**src/rtl/rsa_job_scheduler_if.sv**
```systemverilog
// Bus-side bundle of the RSA job scheduler: key configuration, two request
// ports and a shared response channel.
interface rsa_job_scheduler_if #(
  parameter int ARQ = 16
);
  logic                 cfg_we;
  logic [1:0]           cfg_addr;
  logic [2*ARQ-1:0]     cfg_wdata;
  logic                 cfg_err;
  logic [1:0]           req_valid;
  logic [1:0]           req_ready;
  logic [2*2*ARQ-1:0]   req_data;
  logic [1:0]           resp_valid;
  logic [1:0]           resp_ready;
  logic [2*ARQ-1:0]     resp_data;
  logic                 resp_err;

  modport master (
    output cfg_we, cfg_addr, cfg_wdata, req_valid, req_data, resp_ready,
    input  cfg_err, req_ready, resp_valid, resp_data, resp_err
  );

  modport slave (
    input  cfg_we, cfg_addr, cfg_wdata, req_valid, req_data, resp_ready,
    output cfg_err, req_ready, resp_valid, resp_data, resp_err
  );
endinterface

```
**src/rtl/rsa_job_scheduler.sv**
```systemverilog
// Shares one Mod_Exp core between an encrypt port (exponent E) and a decrypt
// port (exponent D) with round-robin arbitration, operand checks and a timeout.
module rsa_job_scheduler #(
  parameter int ARQ     = 16,
  parameter int TIMEOUT = 4096
) (
  input  logic                 clk,
  input  logic                 reset_n,
  rsa_job_scheduler_if.slave   bus,
  output logic [2*ARQ-1:0]     core_base,
  output logic [2*ARQ-1:0]     core_modulo,
  output logic [2*ARQ-1:0]     core_exponent,
  output logic                 core_start,
  input  logic                 core_finish,
  input  logic [2*ARQ-1:0]     core_result
);
  localparam int W  = 2 * ARQ;
  localparam int CW = $clog2(TIMEOUT + 1);

  typedef enum logic [2:0] {
    S_IDLE, S_CHECK, S_START, S_WAIT, S_RESP
  } state_t;

  state_t         state_q, state_d;
  logic [W-1:0]   key_n, key_e, key_d;
  logic           last_grant;
  logic           port_q;
  logic [W-1:0]   base_q, exp_q;
  logic [W-1:0]   resp_data_q;
  logic           resp_err_q;
  logic [CW-1:0]  wait_cnt;
  logic           cfg_err_q;

  logic           take, grant, bad_operand, finish_ok, timed_out, in_core;
  logic [1:0]     ready, resp_vld;

  assign bad_operand = (key_n == '0) || (key_n == W'(1)) || (base_q >= key_n);

  always_comb begin
    state_d   = state_q;
    take      = 1'b0;
    grant     = 1'b0;
    ready     = 2'b00;
    resp_vld  = 2'b00;
    finish_ok = 1'b0;
    timed_out = 1'b0;
    case (state_q)
      S_IDLE: begin
        if (|bus.req_valid) begin
          take        = 1'b1;
          grant       = (&bus.req_valid) ? ~last_grant : bus.req_valid[1];
          ready[grant] = 1'b1;
          state_d     = S_CHECK;
        end
      end
      S_CHECK: state_d = bad_operand ? S_RESP : S_START;
      S_START: state_d = S_WAIT;
      S_WAIT: begin
        // First WAIT cycle ignores finish: it can still be high from the last job.
        if ((wait_cnt != '0) && core_finish) begin
          finish_ok = 1'b1;
          state_d   = S_RESP;
        end else if (wait_cnt == CW'(TIMEOUT - 1)) begin
          timed_out = 1'b1;
          state_d   = S_RESP;
        end
      end
      S_RESP: begin
        resp_vld[port_q] = 1'b1;
        if (bus.resp_ready[port_q]) state_d = S_IDLE;
      end
      default: state_d = S_IDLE;
    endcase
  end

  always_ff @(posedge clk or negedge reset_n) begin
    if (!reset_n) begin
      state_q     <= S_IDLE;
      key_n       <= '0;
      key_e       <= '0;
      key_d       <= '0;
      last_grant  <= 1'b1;
      port_q      <= 1'b0;
      base_q      <= '0;
      exp_q       <= '0;
      resp_data_q <= '0;
      resp_err_q  <= 1'b0;
      wait_cnt    <= '0;
      cfg_err_q   <= 1'b0;
    end else begin
      state_q   <= state_d;
      cfg_err_q <= 1'b0;
      // Keys only change while idle with no job being accepted.
      if (bus.cfg_we) begin
        if ((state_q == S_IDLE) && !take) begin
          case (bus.cfg_addr)
            2'd0:    key_n <= bus.cfg_wdata;
            2'd1:    key_e <= bus.cfg_wdata;
            2'd2:    key_d <= bus.cfg_wdata;
            default: ;
          endcase
        end else begin
          cfg_err_q <= 1'b1;
        end
      end
      if (take) begin
        port_q     <= grant;
        base_q     <= grant ? bus.req_data[2*W-1:W] : bus.req_data[W-1:0];
        exp_q      <= grant ? key_d : key_e;
        last_grant <= grant;
      end
      case (state_q)
        S_CHECK: begin
          if (bad_operand) begin
            resp_data_q <= '0;
            resp_err_q  <= 1'b1;
          end
        end
        S_START: wait_cnt <= '0;
        S_WAIT: begin
          wait_cnt <= wait_cnt + CW'(1);
          if (finish_ok) begin
            resp_data_q <= core_result;
            resp_err_q  <= 1'b0;
          end else if (timed_out) begin
            resp_data_q <= '0;
            resp_err_q  <= 1'b1;
          end
        end
        default: ;
      endcase
    end
  end

  assign in_core       = (state_q == S_START) || (state_q == S_WAIT);
  assign core_start    = (state_q == S_START);
  assign core_base     = in_core ? base_q : '0;
  assign core_modulo   = in_core ? key_n  : '0;
  assign core_exponent = in_core ? exp_q  : '0;

  assign bus.req_ready  = ready;
  assign bus.resp_valid = resp_vld;
  assign bus.resp_data  = (state_q == S_RESP) ? resp_data_q : '0;
  assign bus.resp_err   = (state_q == S_RESP) ? resp_err_q  : 1'b0;
  assign bus.cfg_err    = cfg_err_q;
endmodule

```
**src/flat_wrapper.sv**
```systemverilog
// flat-port wrapper written by rule: the top's interface ports become plain ports
module rsa_job_scheduler_flat 
#(
  parameter int ARQ     = 16,
  parameter int TIMEOUT = 4096
)
  (clk, reset_n, core_base, core_modulo, core_exponent, core_start, core_finish, core_result, bus_cfg_we, bus_cfg_addr, bus_cfg_wdata, bus_req_valid, bus_req_data, bus_resp_ready, bus_cfg_err, bus_req_ready, bus_resp_valid, bus_resp_data, bus_resp_err);
  rsa_job_scheduler_if #(.ARQ(ARQ)) bus_i ();
  input  logic clk;
  input  logic reset_n;
  output logic [2*ARQ-1:0] core_base;
  output logic [2*ARQ-1:0] core_modulo;
  output logic [2*ARQ-1:0] core_exponent;
  output logic core_start;
  input  logic core_finish;
  input  logic [2*ARQ-1:0] core_result;
  input wire logic [$bits(bus_i.cfg_we)-1:0] bus_cfg_we;
  input wire logic [$bits(bus_i.cfg_addr)-1:0] bus_cfg_addr;
  input wire logic [$bits(bus_i.cfg_wdata)-1:0] bus_cfg_wdata;
  input wire logic [$bits(bus_i.req_valid)-1:0] bus_req_valid;
  input wire logic [$bits(bus_i.req_data)-1:0] bus_req_data;
  input wire logic [$bits(bus_i.resp_ready)-1:0] bus_resp_ready;
  output wire logic [$bits(bus_i.cfg_err)-1:0] bus_cfg_err;
  output wire logic [$bits(bus_i.req_ready)-1:0] bus_req_ready;
  output wire logic [$bits(bus_i.resp_valid)-1:0] bus_resp_valid;
  output wire logic [$bits(bus_i.resp_data)-1:0] bus_resp_data;
  output wire logic [$bits(bus_i.resp_err)-1:0] bus_resp_err;
  assign bus_i.cfg_we = bus_cfg_we;
  assign bus_i.cfg_addr = bus_cfg_addr;
  assign bus_i.cfg_wdata = bus_cfg_wdata;
  assign bus_i.req_valid = bus_req_valid;
  assign bus_i.req_data = bus_req_data;
  assign bus_i.resp_ready = bus_resp_ready;
  assign bus_cfg_err = bus_i.cfg_err;
  assign bus_req_ready = bus_i.req_ready;
  assign bus_resp_valid = bus_i.resp_valid;
  assign bus_resp_data = bus_i.resp_data;
  assign bus_resp_err = bus_i.resp_err;
  rsa_job_scheduler #(.ARQ(ARQ), .TIMEOUT(TIMEOUT)) u_core (.clk(clk), .reset_n(reset_n), .bus(bus_i), .core_base(core_base), .core_modulo(core_modulo), .core_exponent(core_exponent), .core_start(core_start), .core_finish(core_finish), .core_result(core_result));
endmodule
```
**config.mk**
```make
export PLATFORM = sky130hd
export DESIGN_NAME = rsa_job_scheduler_flat
export DESIGN_NICKNAME = d
export VERILOG_FILES = /design/src/rtl/rsa_job_scheduler_if.sv /design/src/rtl/rsa_job_scheduler.sv /design/src/flat_wrapper.sv
export SDC_FILE = /design/constraint.sdc
export NUM_CORES = 1
export LEC_CHECK = 0
export BUFFER_PORTS_ARGS = -buffer_cell sky130_fd_sc_hd__buf_2
export CORE_MARGIN = 2
export CORE_UTILIZATION = 45
export CTS_BUF_LIST = sky130_fd_sc_hd__clkbuf_16
export DETAILED_ROUTE_END_ITERATION = 10
export HOLD_SLACK_MARGIN = 0.02
export PLACE_DENSITY = 0.7
export SLEW_MARGIN = 5
export SYNTH_ARGS = -nofsm -noshare
export SYNTH_HDL_FRONTEND = slang
export SYNTH_SLANG_ARGS = --single-unit
```
**constraint.sdc**
```tcl
create_clock -name clk -period 3.1 [get_ports clk]
set_input_delay 0.31 -clock clk [delete_from_list [all_inputs] [get_ports clk]]
set_output_delay 0.31 -clock clk [all_outputs]
set_load 0.02 [all_outputs]
```
==> results.cfg <==
[synth]
yosysUniqueCellTypes = 48
synth_area_um2 = 10020
synth_top_area_share_pct = 52.71
synth-async-reset-ratio_pct = 100.0
ys_seq_area_share_pct = 52.97
syn_inst = 981
synthTopCellsByArea = dfrtp_1, mux2_2, and2_1, o21ai_0, nand2_1
yosys_most_used_dff = dfrtp_1
yosysWarnings = 0
yosys_register_bits = 212
syn-num-nets = 1153
synth_edf_count = 0
avgSynthCellArea_um2 = 10.21
synth_largest_area_cell = dfrtp_1

[clock_network]
cts-root-buf = clkbuf_16
htree_levels = 1
cts_tree = yes
clock_path_buffers = 3
clk_pin_slew_worst_paths_ns = 0.06
clk_latency_ns = 0.52
clkSinkCount = 212
cts_resized = 0
numCtsBuffers = 23

[timing]
drv_slew = 0
min_period_over_period_pct = 85.14
fmax_mhz = 378.9
hold_viol = 0
setup_violations = 0
max_slew_margin_pct = 51.48
finalCriticalPeriod_ns = 2.639
final.setup_skew_ns = 0.01000
max_slew.worst_pin.slew_ns = 0.7278
rsz0062_at_grt = false
fin_hold_ws_ns = 0.03333
setup_tns_ns = 0

[floorplanning]
initial_core_util_pct = 45.90
dieWidth_um = 153.2
dieArea_um2 = 23470
die_h_um = 153.2
row_count = 54
ioPinCount = 273
core_area_um2 = 21820

[min_path]
min-delay-path-class = in2reg
hp-start = core_result[20]

[critical_path]
r2r_slack_ns = 0.50
worstPathArrival_ns = 2.33
critical_path_class = reg2out
crit_start = u_core.state_q[2]$_DFFE_PN0P_
cp-end-kind = output pin
cp.required_ns = 2.79
critPathMaxFanout = 32
critPathLaunchType = register
reg2reg_from = u_core.key_n[0]$_DFFE_PN0P_

[finish]
diodes = 0
fin_area_um2 = 12570
fin_util_pct = 57.58
drive_gt1_share_pct = 31.54
final_cell_mix = buf_2, dfrtp_1, nand2_1
final_common_cell = buf_2
fin_nets = 1423
fillCellCount = 1919
area_growth_syn_to_layout_pct = 25.44

[pwr]
finalPower_mw = 11.75
p_per_area_nw_per_um2 = 934.9
leakagePower_nw = 6.508
peakVddDrop_mv = 0.4998

[grt]
antenna_found_initial = 0
grt_use_total_pct = 23.58
grt-ovfl-total = 0
grt_pass1_wl_mm = 44.57
first_global_vias = 8087
grt_start_max_net_pins = 132

[placed_design]
port_buffers = 272
hpwl_mm = 20.01
dpl_cell_area_um2 = 11740
gp_congestion = 0.8667

[detailed_routing]
drt-total-wl_mm = 27.94
antenna_left = 0
first_iter_violations = 491
avgRoutedWirePerCell_um = 18.08
vias = 8201
viasPerCell = 5.308
drt_pass1_iterations = 5
drc = 0

[status]
status = finished clean

[run]
drv_cap = 0
[stage by stage]
| stage | setup slack, ns | instances |
|---|---|---|
| global placement | 0.5469 | 1494 |
| finish | 0.4608 | 1545 |
| global route | 0.3750 | 1545 |
| floorplan | 0.9494 | 981 |
| CTS | 0.4505 | 1545 |
| detailed placement | 0.5016 | 1494 |
[per-layer routing]
metal	global-route usage (%)	wire length (um)	vias to the layer above	part of all wire, %
met1	35.14	13100	3957	47
met5	0	0	-	0
met2	36.97	12760	237	46
met3	3.090	1486	37	5.3
li1	-	-	3970	-
met4	5.423	583	0	2.1
[synth_stat cells (all sizes together), types with 2 or more instances]
| cell | instances |
|---|---|
| mux2 | 65 |
| a21oi | 20 |
| inv | 38 |
| nand4b | 2 |
| a22o | 33 |
| a21o | 2 |
| nor3 | 11 |
| ha | 34 |
| buf | 19 |
| nand2 | 126 |
| nand2b | 2 |
| nor4 | 10 |
| o21ai | 115 |
| and3 | 3 |
| nor2 | 39 |
| dfrtp | 211 |
| o31ai | 2 |
| o21a | 3 |
| nor2b | 3 |
| mux2i | 3 |
| nand3 | 9 |
| o22ai | 64 |
| or4 | 2 |
| clkbuf | 44 |
| nand4 | 10 |
| and2 | 97 |
[report_power, final]
group	internal, mW	switching (mW)	leakage, nW
Combinational	1.78	2.89	3.43
Clock	1.51	1.09	0.368
Sequential	3.81	0.665	2.71
Total	7.10	4.65	6.51
[cells by family after synthesis]
| family | synth area share (%) |
|---|---|
| AO/OA/AOI/OAI | 15.14 |
| flip-flops | 52.97 |
| buffers and inverters | 4.222 |
| AND/OR/NAND/NOR | 15.81 |
| multiplexers | 7.607 |
| adder cells (fa/ha/maj) | 4.247 |
[what timing repair did]
| action | 4_1_cts | 5_1_grt |
|---|---|---|
| hold endpoints to repair | 98 | 0 |
| hold buffers | 12 | 0 |
| buffers inserted | 0 | 0 |
[area by class of cell]
class	count	area [um2]	share of cell area, %
inverters	38	142.6	1.135
repair buffers	308	1734	13.80
well taps	280	350.3	2.788
clock inverters	16	132.6	1.055
multi-input cells	668	4324	34.41
clock buffers	23	575.6	4.580
flip-flops and latches	212	5306	42.23
[critical path, cell delays in order, from the launching register on]
cell and delay, ns:
dfrtp_1 0.47, inv_1 0.22, nand2_1 0.43, buf_12 0.34, nor2_1 0.16, buf_2 0.19
[path summary, 6_finish.rpt]
kind | endpoint | depth (start not counted)
setup / recovery | core_modulo[18] | 5
hold / removal | u_core.resp_data_q[20]$_DFFE_PN0P_ | 2
setup reg to reg | u_core.resp_data_q[31]$_DFFE_PN0P_ | 8
hold reg to reg | u_core.exp_q[29]$_DFFE_PN0P_ | 2
max in group asynchronous | u_core.resp_data_q[2]$_DFFE_PN0P_ | 3
min in group asynchronous | u_core.base_q[10]$_DFFE_PN0P_ | 2
[state kept, by name, summed over array words and instances (netlist names)]
name                count
u_core.last_grant       1
u_core.key_e           32
u_core.key_d           32
u_core.base_q          32
u_core.exp_q           32
u_core.resp_data_q     32
u_core.port_q           1
u_core.bus.cfg_err      1
u_core.resp_err_q       1
u_core.key_n           32
u_core.wait_cnt        13
u_core.state_q          3
Power figures use the tool's default switching activity.
